File: src/rtl/alu_issue_ctrl.sv
// Issue controller for a 64-bit combinational ALU: decodes one RV64 integer instruction per transaction.
// Optional XOR/XORI decode is enabled by defining ALU_ISSUE_XOR_EN.
module alu_issue_ctrl #(
   parameter int unsigned XLEN = 64,
   parameter int unsigned ILEN = 32
) (
   input  logic            clk,
   input  logic            rst,
   input  logic            in_valid,
   output logic            in_ready,
   input  logic [ILEN-1:0] instr,
   input  logic [XLEN-1:0] rs1_val,
   input  logic [XLEN-1:0] rs2_val,
   output logic [XLEN-1:0] alu_a,
   output logic [XLEN-1:0] alu_b,
   output logic [3:0]      alu_ctrl,
   input  logic [XLEN-1:0] alu_result,
   input  logic            alu_zero,
   output logic            out_valid,
   input  logic            out_ready,
   output logic [XLEN-1:0] out_result,
   output logic            out_taken,
   output logic            out_illegal
);

   localparam logic [6:0] OP_R      = 7'b0110011;
   localparam logic [6:0] OP_I      = 7'b0010011;
   localparam logic [6:0] OP_LOAD   = 7'b0000011;
   localparam logic [6:0] OP_STORE  = 7'b0100011;
   localparam logic [6:0] OP_BRANCH = 7'b1100011;
   localparam logic [6:0] F7_ZERO   = 7'b0000000;
   localparam logic [6:0] F7_SUB    = 7'b0100000;

   localparam logic [3:0] ALU_AND = 4'b0000;
   localparam logic [3:0] ALU_OR  = 4'b0001;
   localparam logic [3:0] ALU_ADD = 4'b0010;
   localparam logic [3:0] ALU_SUB = 4'b0110;
`ifdef ALU_ISSUE_XOR_EN
   localparam logic [3:0] ALU_XOR = 4'b0011;
`endif

   typedef enum logic [1:0] {
      IDLE = 2'd0,
      EXEC = 2'd1,
      RESP = 2'd2
   } state_t;

   state_t state, state_next;

   logic [6:0]      opcode;
   logic [2:0]      funct3;
   logic [6:0]      funct7;
   logic [XLEN-1:0] imm_i;
   logic [XLEN-1:0] imm_s;
   logic            unused_bits;

   logic [3:0]      dec_ctrl;
   logic [XLEN-1:0] dec_b;
   logic            dec_legal;
   logic            dec_branch;
   logic            dec_bne;

   logic            illegal_q;
   logic            branch_q;
   logic            bne_q;
   logic            accept;

   assign opcode      = instr[6:0];
   assign funct3      = instr[14:12];
   assign funct7      = instr[31:25];
   assign imm_i       = {{(XLEN-12){instr[31]}}, instr[31:20]};
   assign imm_s       = {{(XLEN-12){instr[31]}}, instr[31:25], instr[11:7]};
   // rs1 field is only consumed upstream (register read)
   assign unused_bits = ^instr[19:15];

   assign accept = in_valid && (state == IDLE);

   always_ff @(posedge clk or posedge rst) begin
      if (rst) state <= IDLE;
      else     state <= state_next;
   end

   always_comb begin
      state_next = state;
      case (state)
         IDLE:    if (accept) state_next = EXEC;
         EXEC:    state_next = RESP;
         RESP:    if (out_ready) state_next = IDLE;
         default: state_next = IDLE;
      endcase
   end

   // Instruction decode to ALU op, operand B selection and branch flavour
   always_comb begin
      dec_ctrl   = ALU_AND;
      dec_b      = rs2_val;
      dec_legal  = 1'b0;
      dec_branch = 1'b0;
      dec_bne    = 1'b0;
      case (opcode)
         OP_R: begin
            if (funct7 == F7_ZERO) begin
               case (funct3)
                  3'b000: begin dec_ctrl = ALU_ADD; dec_legal = 1'b1; end
                  3'b111: begin dec_ctrl = ALU_AND; dec_legal = 1'b1; end
                  3'b110: begin dec_ctrl = ALU_OR;  dec_legal = 1'b1; end
`ifdef ALU_ISSUE_XOR_EN
                  3'b100: begin dec_ctrl = ALU_XOR; dec_legal = 1'b1; end
`endif
                  default: ;
               endcase
            end else if ((funct7 == F7_SUB) && (funct3 == 3'b000)) begin
               dec_ctrl  = ALU_SUB;
               dec_legal = 1'b1;
            end
         end
         OP_I: begin
            dec_b = imm_i;
            case (funct3)
               3'b000: begin dec_ctrl = ALU_ADD; dec_legal = 1'b1; end
               3'b111: begin dec_ctrl = ALU_AND; dec_legal = 1'b1; end
               3'b110: begin dec_ctrl = ALU_OR;  dec_legal = 1'b1; end
`ifdef ALU_ISSUE_XOR_EN
               3'b100: begin dec_ctrl = ALU_XOR; dec_legal = 1'b1; end
`endif
               default: ;
            endcase
         end
         OP_LOAD: begin
            dec_ctrl  = ALU_ADD;
            dec_b     = imm_i;
            dec_legal = 1'b1;
         end
         OP_STORE: begin
            dec_ctrl  = ALU_ADD;
            dec_b     = imm_s;
            dec_legal = 1'b1;
         end
         OP_BRANCH: begin
            if (funct3[2:1] == 2'b00) begin
               dec_ctrl   = ALU_SUB;
               dec_legal  = 1'b1;
               dec_branch = 1'b1;
               dec_bne    = funct3[0];
            end
         end
         default: ;
      endcase
   end

   // Operand launch on accept, result capture at end of EXEC, handshake flags
   always_ff @(posedge clk or posedge rst) begin
      if (rst) begin
         in_ready    <= 1'b1;
         out_valid   <= 1'b0;
         alu_a       <= '0;
         alu_b       <= '0;
         alu_ctrl    <= ALU_AND;
         out_result  <= '0;
         out_taken   <= 1'b0;
         out_illegal <= 1'b0;
         illegal_q   <= 1'b0;
         branch_q    <= 1'b0;
         bne_q       <= 1'b0;
      end else begin
         in_ready <= (state_next == IDLE);
         if (accept) begin
            alu_a     <= dec_legal ? rs1_val  : '0;
            alu_b     <= dec_legal ? dec_b    : '0;
            alu_ctrl  <= dec_legal ? dec_ctrl : ALU_AND;
            illegal_q <= ~dec_legal;
            branch_q  <= dec_legal & dec_branch;
            bne_q     <= dec_bne;
         end
         if (state == EXEC) begin
            out_valid   <= 1'b1;
            out_result  <= illegal_q ? '0 : alu_result;
            out_taken   <= branch_q & (alu_zero ^ bne_q);
            out_illegal <= illegal_q;
         end else if ((state == RESP) && out_ready) begin
            out_valid <= 1'b0;
         end
      end
   end

endmodule

File: config.mk
export PLATFORM = sky130hd
export DESIGN_NAME = alu_issue_ctrl
export DESIGN_NICKNAME = d
export VERILOG_FILES = /design/src/rtl/alu_issue_ctrl.sv
export SDC_FILE = /design/constraint.sdc
export NUM_CORES = 1
export LEC_CHECK = 0
export CAP_MARGIN = 25
export CORE_UTILIZATION = 30
export DETAILED_ROUTE_END_ITERATION = 10
export SETUP_SLACK_MARGIN = 0.02
export SYNTH_ARGS = -nofsm -noshare
export SYNTH_HDL_FRONTEND = slang
export SYNTH_SLANG_ARGS = --single-unit
File: constraint.sdc
create_clock -name clk -period 14.3 [get_ports clk]
set_input_delay 3.575 -clock clk [delete_from_list [all_inputs] [get_ports clk]]
set_output_delay 3.575 -clock clk [all_outputs]
set_load 0.05 [all_outputs]
==> flow_metrics.tcl, run 1 <==
set metrics [dict create \
    antenna_found_initial 0 \
    crit_arrival_ps 6910 \
    cts_num_sinks 204 \
    cts-root-buf "clkbuf_16" \
    htree_levels 1 \
    timing.max_cap.violations 0 \
    use_met3 0.0634 \
    wl_per_cell_um 19.4 \
    synth-edff-count 0 \
    grt_overflow 0 \
    syn-cell-area_um2 9230 \
    hold_viol_final 0 \
    grt_most_used_layer "met2" \
    min_period_ps 6490 \
    drc 0 \
    core-area_um2 30000 \
    vias_per_cell 4.87 \
    multiInputGateArea_um2 3780 \
    track_usage 0.196 \
    diodes 0 \
    grt_max_degree 100 \
    post-dp-hpwl_um 21500 \
    path_cells "clkdlybuf4s50_1, nand4bb_1, nor3b_1, nand3_4, buf_4, a211oi_1" \
    p_per_area_nw_per_um2 255 \
    cts_resized 0 \
    setup_viol 0 \
    critPathKind "in2reg" \
    die_w_um 177 \
    drtIter0Drc 396 \
    stdcell_area_um2 14600 \
    numPortBuffers 422 \
    synthTopCellsByArea "dfrtp_1, a211oi_1, mux2i_1" \
    slew-limit-headroom 0.367 \
    setup_tns_ps 0 \
    fin_crit_sh 0.454 \
    leakagePower_nw 6.11 \
    io_pins 429 \
    grt_pass1_wl_um 48200 \
    numCtsBuffers 25 \
    cts_hold_buffers 0 \
    yosysWarnings 0 \
    drive_gt1_frac 0.0786 \
    start_kind "input port" \
    die_y_um 177 \
    slowest_stage "nand3_4" \
    synth_cell_types 37 \
    crit_required_ps 14720 \
    max_freq_mhz 154 \
    yosys.area.top_type_share 0.551 \
    clock_latency_ps 520 \
    use_met1 0.250 \
    start_util 0.308 \
    status "finished, final reports clean" \
    yosys.area.top_type "dfrtp_1" \
    slew_violations 0 \
    syn_area_per_cell_um2 10.5 \
    end_kind "flop" \
    power_mw 3.74 \
    utilization 0.489 \
    synth_top_flop_cell "dfrtp_1" \
    setup_slack_ps 7810 \
    finalWirelength_um 32200 \
    vias 8100 \
    cts_max_path_buffers 3 \
    place_worst_setup_slack_ps 7290 \
    cp_slowest_stage_delay_ps 760 \
    path_clk_slew_ps 60 \
    grt_pass1_vias 8026 \
    gp_congestion 0.768 \
    post_cts_buffers 0 \
    final_antenna_net_count 0 \
    synth_fp_nets 1110 \
    die_area_um2 31500 \
    path_max_fanout 75 \
    rows 63 \
    holdWs_ps 478 \
    area_growth_pct 58.7 \
    seq_area_um2 5110 \
    cts_tree "built" \
    path_buf_inv 2 \
    dp_cells 1618 \
    fill_cells 2771 \
    drtPass1Iterations 4 \
    seq_area_frac_synth 0.554 \
    placed_area_um2 13700 \
    tightestPinTransition_ps 950 \
    hp-class "reg2reg" \
    postSynthCellCount 881 \
    fin_worst_skew_ps 9.50 \
    fin_cells 1663 \
    ys_seq_elements 204 \
    fin_nets 1485 \
    cp_top_family "simple AND/OR/NAND/NOR gates" \
    rsz0062_at_grt "no" \
    async_flop_share 1.00 \
    grt_use_met2 0.319 \
    peakVddDrop_mv 0.139 \
]
power by group:
part	total [mW]	switching, mW	internal (mW)
clock network	0.692	0.257	0.435
registers	0.965	0.135	0.830
logic	2.08	1.38	0.703
total	3.74	1.77	1.97
flip-flops by register name, indices dropped and copies added, names as in the netlist, 2 cells and up:
register and flops:
alu_a 64, alu_b 64, out_result 64, alu_ctrl 3, state 2
cell usage after synthesis (4+ instances only):
| cell type | instances |
|---|---|
| dfrtp_1 | 203 |
| a211oi_1 | 88 |
| nand2_1 | 83 |
| a21oi_1 | 71 |
| clkbuf_1 | 70 |
| o21ai_0 | 68 |
| nand2b_1 | 66 |
| nor2_1 | 66 |
| mux2i_1 | 64 |
| a211oi_2 | 30 |
| buf_2 | 13 |
| and3_1 | 7 |
| a22oi_1 | 5 |
| nand3b_1 | 5 |
| nand4b_1 | 5 |
| or4_1 | 5 |
| buf_6 | 4 |
| inv_1 | 4 |
cell usage in the layout (no fill, tap or decap), types with 6 or more instances in the layout:
master and n:
nor2_1 66, a211oi_2 30, mux2i_1 64, a211oi_1 88, o21ai_0 68, dfrtp_1 203
nand2_1 81, a21oi_1 71, buf_4 13, nand2b_1 65, and3_1 6, clkdlybuf4s50_1 422
clkbuf_16 25
path summary, 6_finish.rpt:
path / start / endpoint / slack [ps] / cells past startpoint
worst max-delay path: instr[2] / alu_b[41] / 7810 / 6
worst min register to register: out_result[24] / out_result[24] / 480 / 2
max in group asynchronous: rst / alu_b[46] / 9450 / 3
min in group asynchronous: rst / alu_a[55] / 3610 / 2
worst max register to register: state[0] / alu_a[48] / 11620 / 6
worst min-delay path: out_result[24] / out_result[24] / 480 / 2
kinds of logic (layout without fill, tap and decap cells):
group                     count (synthesis)  in the layout  synth area share
xor gates and xnor gates                  1              1          0.000950
AOI/OAI and AO/OA                       266            266             0.196
other                                     1              1          0.000406
muxes                                    65             65            0.0707
and+or+nand+nor                         252            252             0.136
buffers and inverters                    92            484            0.0429
DFF                                     204            204             0.554
layer usage:
metal	up-vias	routed length (um)
li1	3861	-
met1	3860	13500
met2	332	14900
met3	47	3080
met4	0	728
met5	-	0
worst reg2reg max path: cells and delay by family (launching register included):
kind / cells / cell delay, ps
buffers and inverters: 2 / 1480
and+or+nand+nor: 2 / 220
muxes: 1 / 310
DFF: 1 / 440
AOI/OAI and AO/OA: 1 / 60
final cells by class:
type / count / area share
multi-input combinational: 585 / 0.258
timing repair buffer: 436 / 0.297
tap: 390 / 0.0333
clock inverter: 12 / 0.0132
sequential: 204 / 0.349
inverter: 4 / 0.00162
clock buffer: 32 / 0.0479
(Power assumes the default switching activity.)
==> inputs of run 2 (changes only) <==
- clock period: 14.3 -> 6.1 ns (I/O delays scaled with it)
==> run 2 against run 1 <==
Clock power rose by 140%. Largest cell class unchanged. Via count barely moved. Cell area rose by 0.33%. Sequential cell count did not move. Critical path depth did not move. Routed wire length fell by 0.93%. Register-to-register slack got worse by 8100 ps. Combinational power rose by 130%. Clock skew fell by 0.81 ps. Final cell count rose by 0.30%. Non-clock buffer count rose by 2. Highest routed layer unchanged.
==> flow_metrics.tcl, run 2 (same netlist as run 1, synthesis figures left out) <==
set metrics [dict create \
    critPathKind "in2reg" \
    cts_hold_buffers 0 \
    tightestPinTransition_ps 919 \
    min_to "out_result[7]" \
    p_sw_frac 0.474 \
    htree_levels 1 \
    wl_met1_um 13000 \
    setup_viol 0 \
    vias_per_cell 4.86 \
    reg_top3 "alu_a: 64 flops, alu_b: 64 flops, out_result: 64 flops" \
    wl_met2_um 15000 \
    die_w_um 177 \
    finalWirelength_um 31900 \
    grt_pass1_wl_um 48000 \
    crit_required_ps 6530 \
    wl_per_cell_um 19.1 \
    cts_tree "built" \
    min_period_ps 4050 \
    switchingPower_mw 4.16 \
    status "finished, final reports clean" \
    hp-class "reg2reg" \
    path_clk_slew_ps 60 \
    layout_common_cells "clkdlybuf4s50_1, dfrtp_1, a211oi_1" \
    crit_arrival_ps 4490 \
    die_area_um2 31500 \
    rsz0062_at_grt "no" \
    core-area_um2 30000 \
    min_from "out_result[7]" \
    path_max_fanout 83 \
    grt_pass1_vias 8198 \
    power_frac_comb 0.557 \
    dp_cells 1621 \
    internal_power_mw 4.62 \
    grt_max_degree 116 \
    holdWs_ps 478 \
    max_freq_mhz 247 \
    gp_congestion 0.774 \
    wl_met3_um 3230 \
    r2r-end "alu_a[38]" \
    vias 8101 \
    drc 0 \
    peakVddDrop_mv 0.299 \
    rr_startpoint "state[0]" \
    post_cts_buffers 0 \
    cp_slowest_stage_delay_ps 690 \
    io_pins 429 \
    timing.max_cap.violations 0 \
    start_kind "input port" \
    cts_num_sinks 204 \
    clock_power_share 0.186 \
    fin_worst_skew_ps 8.69 \
    leakagePower_nw 6.14 \
    post-dp-hpwl_um 21600 \
    slew_violations 0 \
    critical_path.startpoint "instr[2]" \
    grt_overflow 0 \
    numCtsBuffers 25 \
    path_cells "clkdlybuf4s50_1, nand4bb_1, nor3b_1, nand3_4, buf_12, a211oi_1" \
    drtPass1Iterations 5 \
    cts_max_path_buffers 3 \
    fin_crit_sh 0.665 \
    final_common_cell "clkdlybuf4s50_1" \
    power_mw 8.78 \
    drive_gt1_frac 0.0814 \
    cts-root-buf "clkbuf_16" \
    drtIter0Drc 432 \
    final_antenna_net_count 0 \
    hold_viol_final 0 \
    rows 63 \
    r2r_cells 6 \
    area_growth_pct 59.2 \
    p_per_area_nw_per_um2 597 \
    p_seq_frac 0.257 \
    highest_layer "met4" \
    start_util 0.308 \
    hold_depth 2 \
    fin_cells 1668 \
    antenna_found_initial 1 \
    slowest_stage "nand3_4" \
    clock_latency_ps 530 \
    end_kind "flop" \
    r2r_slack_ps 3530 \
    cts_resized 0 \
    numPortBuffers 422 \
    slew-limit-headroom 0.387 \
    fin_nets 1487 \
    setup_tns_ps 0 \
    die_y_um 177 \
    track_usage 0.196 \
]
[run 2: changes by cell type in the layout (fill, tap and decap cells not counted)]
cell        before  now
clkinv_4         1    0
inv_6            0    1
clkinvlp_4       2    3
clkinv_2         5    7
diode_2          0    1
inv_8            1    0
buf_12           0    2
[run 2: final cells by class]
type,instances,area [um^2]
antenna,1,2.50
clock inverter,14,204
multi-input combinational,585,3780
tap,390,488
sequential,204,5110
timing repair buffer,438,4390
fill,2763,15300
clock buffer,32,702
inverter,4,20.0
[run 2: per-layer routing]
layer / up-vias / GRT usage
li1: 3877 / -
met1: 3856 / 0.238
met2: 329 / 0.327
met3: 39 / 0.0690
met4: 0 / 0.0527
met5: - / 0
[run 2: per-stage QoR]
step	utilization	worst slack (ps)	cell area [um^2]
6_report	0.490	2050	14700
5_1_grt	0.490	1790	14700
4_1_cts	0.490	2060	14700
3_5_place_dp	0.460	1530	13800
3_3_place_gp	0.459	1570	13800
2_1_floorplan	-	1930	9230
[run 2: critical path: cells and delay by family]
kind            cells  cell delay, ps
simple gates        3            1670
compound gates      1             280
buf+inv             2             940
[run 2: how the worst max path moves through the flow]
stage,end,cells past startpoint
after floorplan,alu_a[0],1
after CTS,alu_b[60],6
after global placement,alu_b[62],6
after global routing,alu_b[49],6
final,alu_b[55],6
after detailed placement,alu_b[60],6
[run 2: power by group through the flow]
stage / clock, mW / sequential, mW / combinational [mW]
final: 1.63 / 2.26 / 4.88
after detailed placement: 0 / 2.27 / 4.92
after global placement: 0 / 2.26 / 4.88
after floorplan: 0 / 4.28 / 1.20
after CTS: 1.68 / 2.26 / 4.93
after global routing: 1.73 / 2.33 / 5.15
==> inputs of run 3 (changes only) <==
- clock period: 6.1 -> 3.6 ns (I/O delays scaled with it)
==> run 3 against run 2 <==
Core utilization down 0.058 points. Critical path type is now reg2out. Non-clock buffer count grew 4. Cell area decreased by 0.12%.
==> flow_metrics.tcl, run 3 (same netlist as run 1, synthesis figures left out) <==
set metrics [dict create \
    reg_top3 "alu_a: 64 flops, alu_b: 64 flops, out_result: 64 flops" \
    gp_congestion 0.782 \
    final_antenna_net_count 0 \
    cts_tree "built" \
    post_cts_buffers 0 \
    die_y_um 177 \
    holdWs_ps 478 \
    hold_viol_final 0 \
    numPortBuffers 422 \
    drc 0 \
    drtPass1Iterations 4 \
    setup_tns_ps 0 \
    antenna_found_initial 1 \
    max_freq_mhz 364 \
    crit_required_ps 2700 \
    vias 8186 \
    fin_cells 1670 \
    p_seq_frac 0.267 \
    path_clk_slew_ps 50 \
    cts-root-buf "clkbuf_16" \
    fin_nets 1491 \
    io_pins 429 \
    place_worst_setup_slack_ps 409 \
    multiInputGateArea_um2 3780 \
    slew-limit-headroom 0.366 \
    finalWirelength_um 32100 \
    dp_cells 1625 \
    grt_max_degree 109 \
    cts_max_path_buffers 3 \
    min_period_ps 2740 \
    fill_cells 2808 \
    core-area_um2 30000 \
    cts_num_sinks 204 \
    stdcell_area_um2 14700 \
    setup_viol 0 \
    critPathKind "reg2out" \
    start_kind "flop" \
    rows 63 \
    fin_crit_sh 0.762 \
    die_area_um2 31500 \
    numCtsBuffers 25 \
    path_max_fanout 1 \
    tightestPinTransition_ps 951 \
    die_w_um 177 \
    slowest_stage "clkdlybuf4s50_1" \
    drtIter0Drc 377 \
    grt_overflow 0 \
    grt_pass1_vias 8247 \
    crit_arrival_ps 1840 \
    p_per_area_nw_per_um2 997 \
    grt_pass1_wl_um 48800 \
    path_cells "clkdlybuf4s50_1" \
    slew_violations 0 \
    fin_worst_skew_ps 11.7 \
    status "finished, final reports clean" \
    p_sw_frac 0.480 \
    path_buf_inv 1 \
    end_kind "output pin" \
    switchingPower_mw 7.01 \
    cp_top_family "buffers and inverters" \
    leakagePower_nw 6.12 \
    clock_power_share 0.170 \
    drive_gt1_frac 0.0813 \
    cts_resized 0 \
    power_frac_comb 0.564 \
    power_mw 14.6 \
    placed_area_um2 13900 \
    hp-class "reg2reg" \
    clock_latency_ps 510 \
    internal_power_mw 7.61 \
    cp_slowest_stage_delay_ps 830 \
    seq_area_um2 5110 \
    final_common_cell "clkdlybuf4s50_1" \
    post-dp-hpwl_um 21900 \
    setup_slack_ps 855 \
    track_usage 0.198 \
    cts_hold_buffers 0 \
    wl_per_cell_um 19.2 \
    start_util 0.308 \
    peakVddDrop_mv 0.584 \
    utilization 0.490 \
    area_growth_pct 59.1 \
    rsz0062_at_grt "no" \
    vias_per_cell 4.90 \
    timing.max_cap.violations 0 \
    htree_levels 1 \
    layout_common_cells "clkdlybuf4s50_1, dfrtp_1, a211oi_1" \
]
run 3: cell count changes in the layout (fill, tap and decap cells not counted), moves of 2 or more:
cell       delta
bufinv_16     -3
clkinv_2      +2
clkbuf_1      +2
buf_12        +6
run 3: worst register-to-register path, cell delays in order (launching register included):
cell and delay (ps):
dfrtp_1 430, nor2_1 190, nand2_4 140, clkinv_2 370
buf_4 320, nand4b_1 160, a22oi_1 160
run 3: cell type report:
cell class | instances | share of cell area
diodes | 1 | 0.000171
clock buffers | 33 | 0.0474
clock inverters | 11 | 0.00733
inverters | 4 | 0.00136
multi-input cells | 585 | 0.258
flip-flops and latches | 204 | 0.348
well taps | 390 | 0.0333
repair buffers | 442 | 0.305
run 3: metal layers:
metal,wire length [um],global-route usage,up-vias,share of wire
li1,-,-,3884,-
met1,13300,0.245,3952,0.42
met2,15100,0.330,312,0.47
met3,2910,0.0619,38,0.091
met4,716,0.0556,0,0.022
met5,0,0,-,0
run 3: final timing paths:
| kind | from | end | slack (ps) | cells after the start |
|---|---|---|---|---|
| max | in_ready | in_ready | 860 | 1 |
| min | out_result[45] | out_result[45] | 480 | 2 |
| max reg2reg | state[0] | alu_b[2] | 1740 | 6 |
| min reg2reg | out_result[45] | out_result[45] | 480 | 2 |
| max in group asynchronous | rst | alu_a[30] | 2130 | 3 |
| min in group asynchronous | rst | alu_b[41] | 900 | 3 |
run 3: power groups by stage:
stage | registers, mW | clock network (mW) | logic, mW
3_3_place_gp | 3.90 | 0 | 8.27
5_1_grt | 4.03 | 2.64 | 8.71
2_1_floorplan | 7.25 | 0 | 2.03
6_report | 3.90 | 2.48 | 8.25
4_1_cts | 3.91 | 2.55 | 8.32
3_5_place_dp | 3.92 | 0 | 8.31
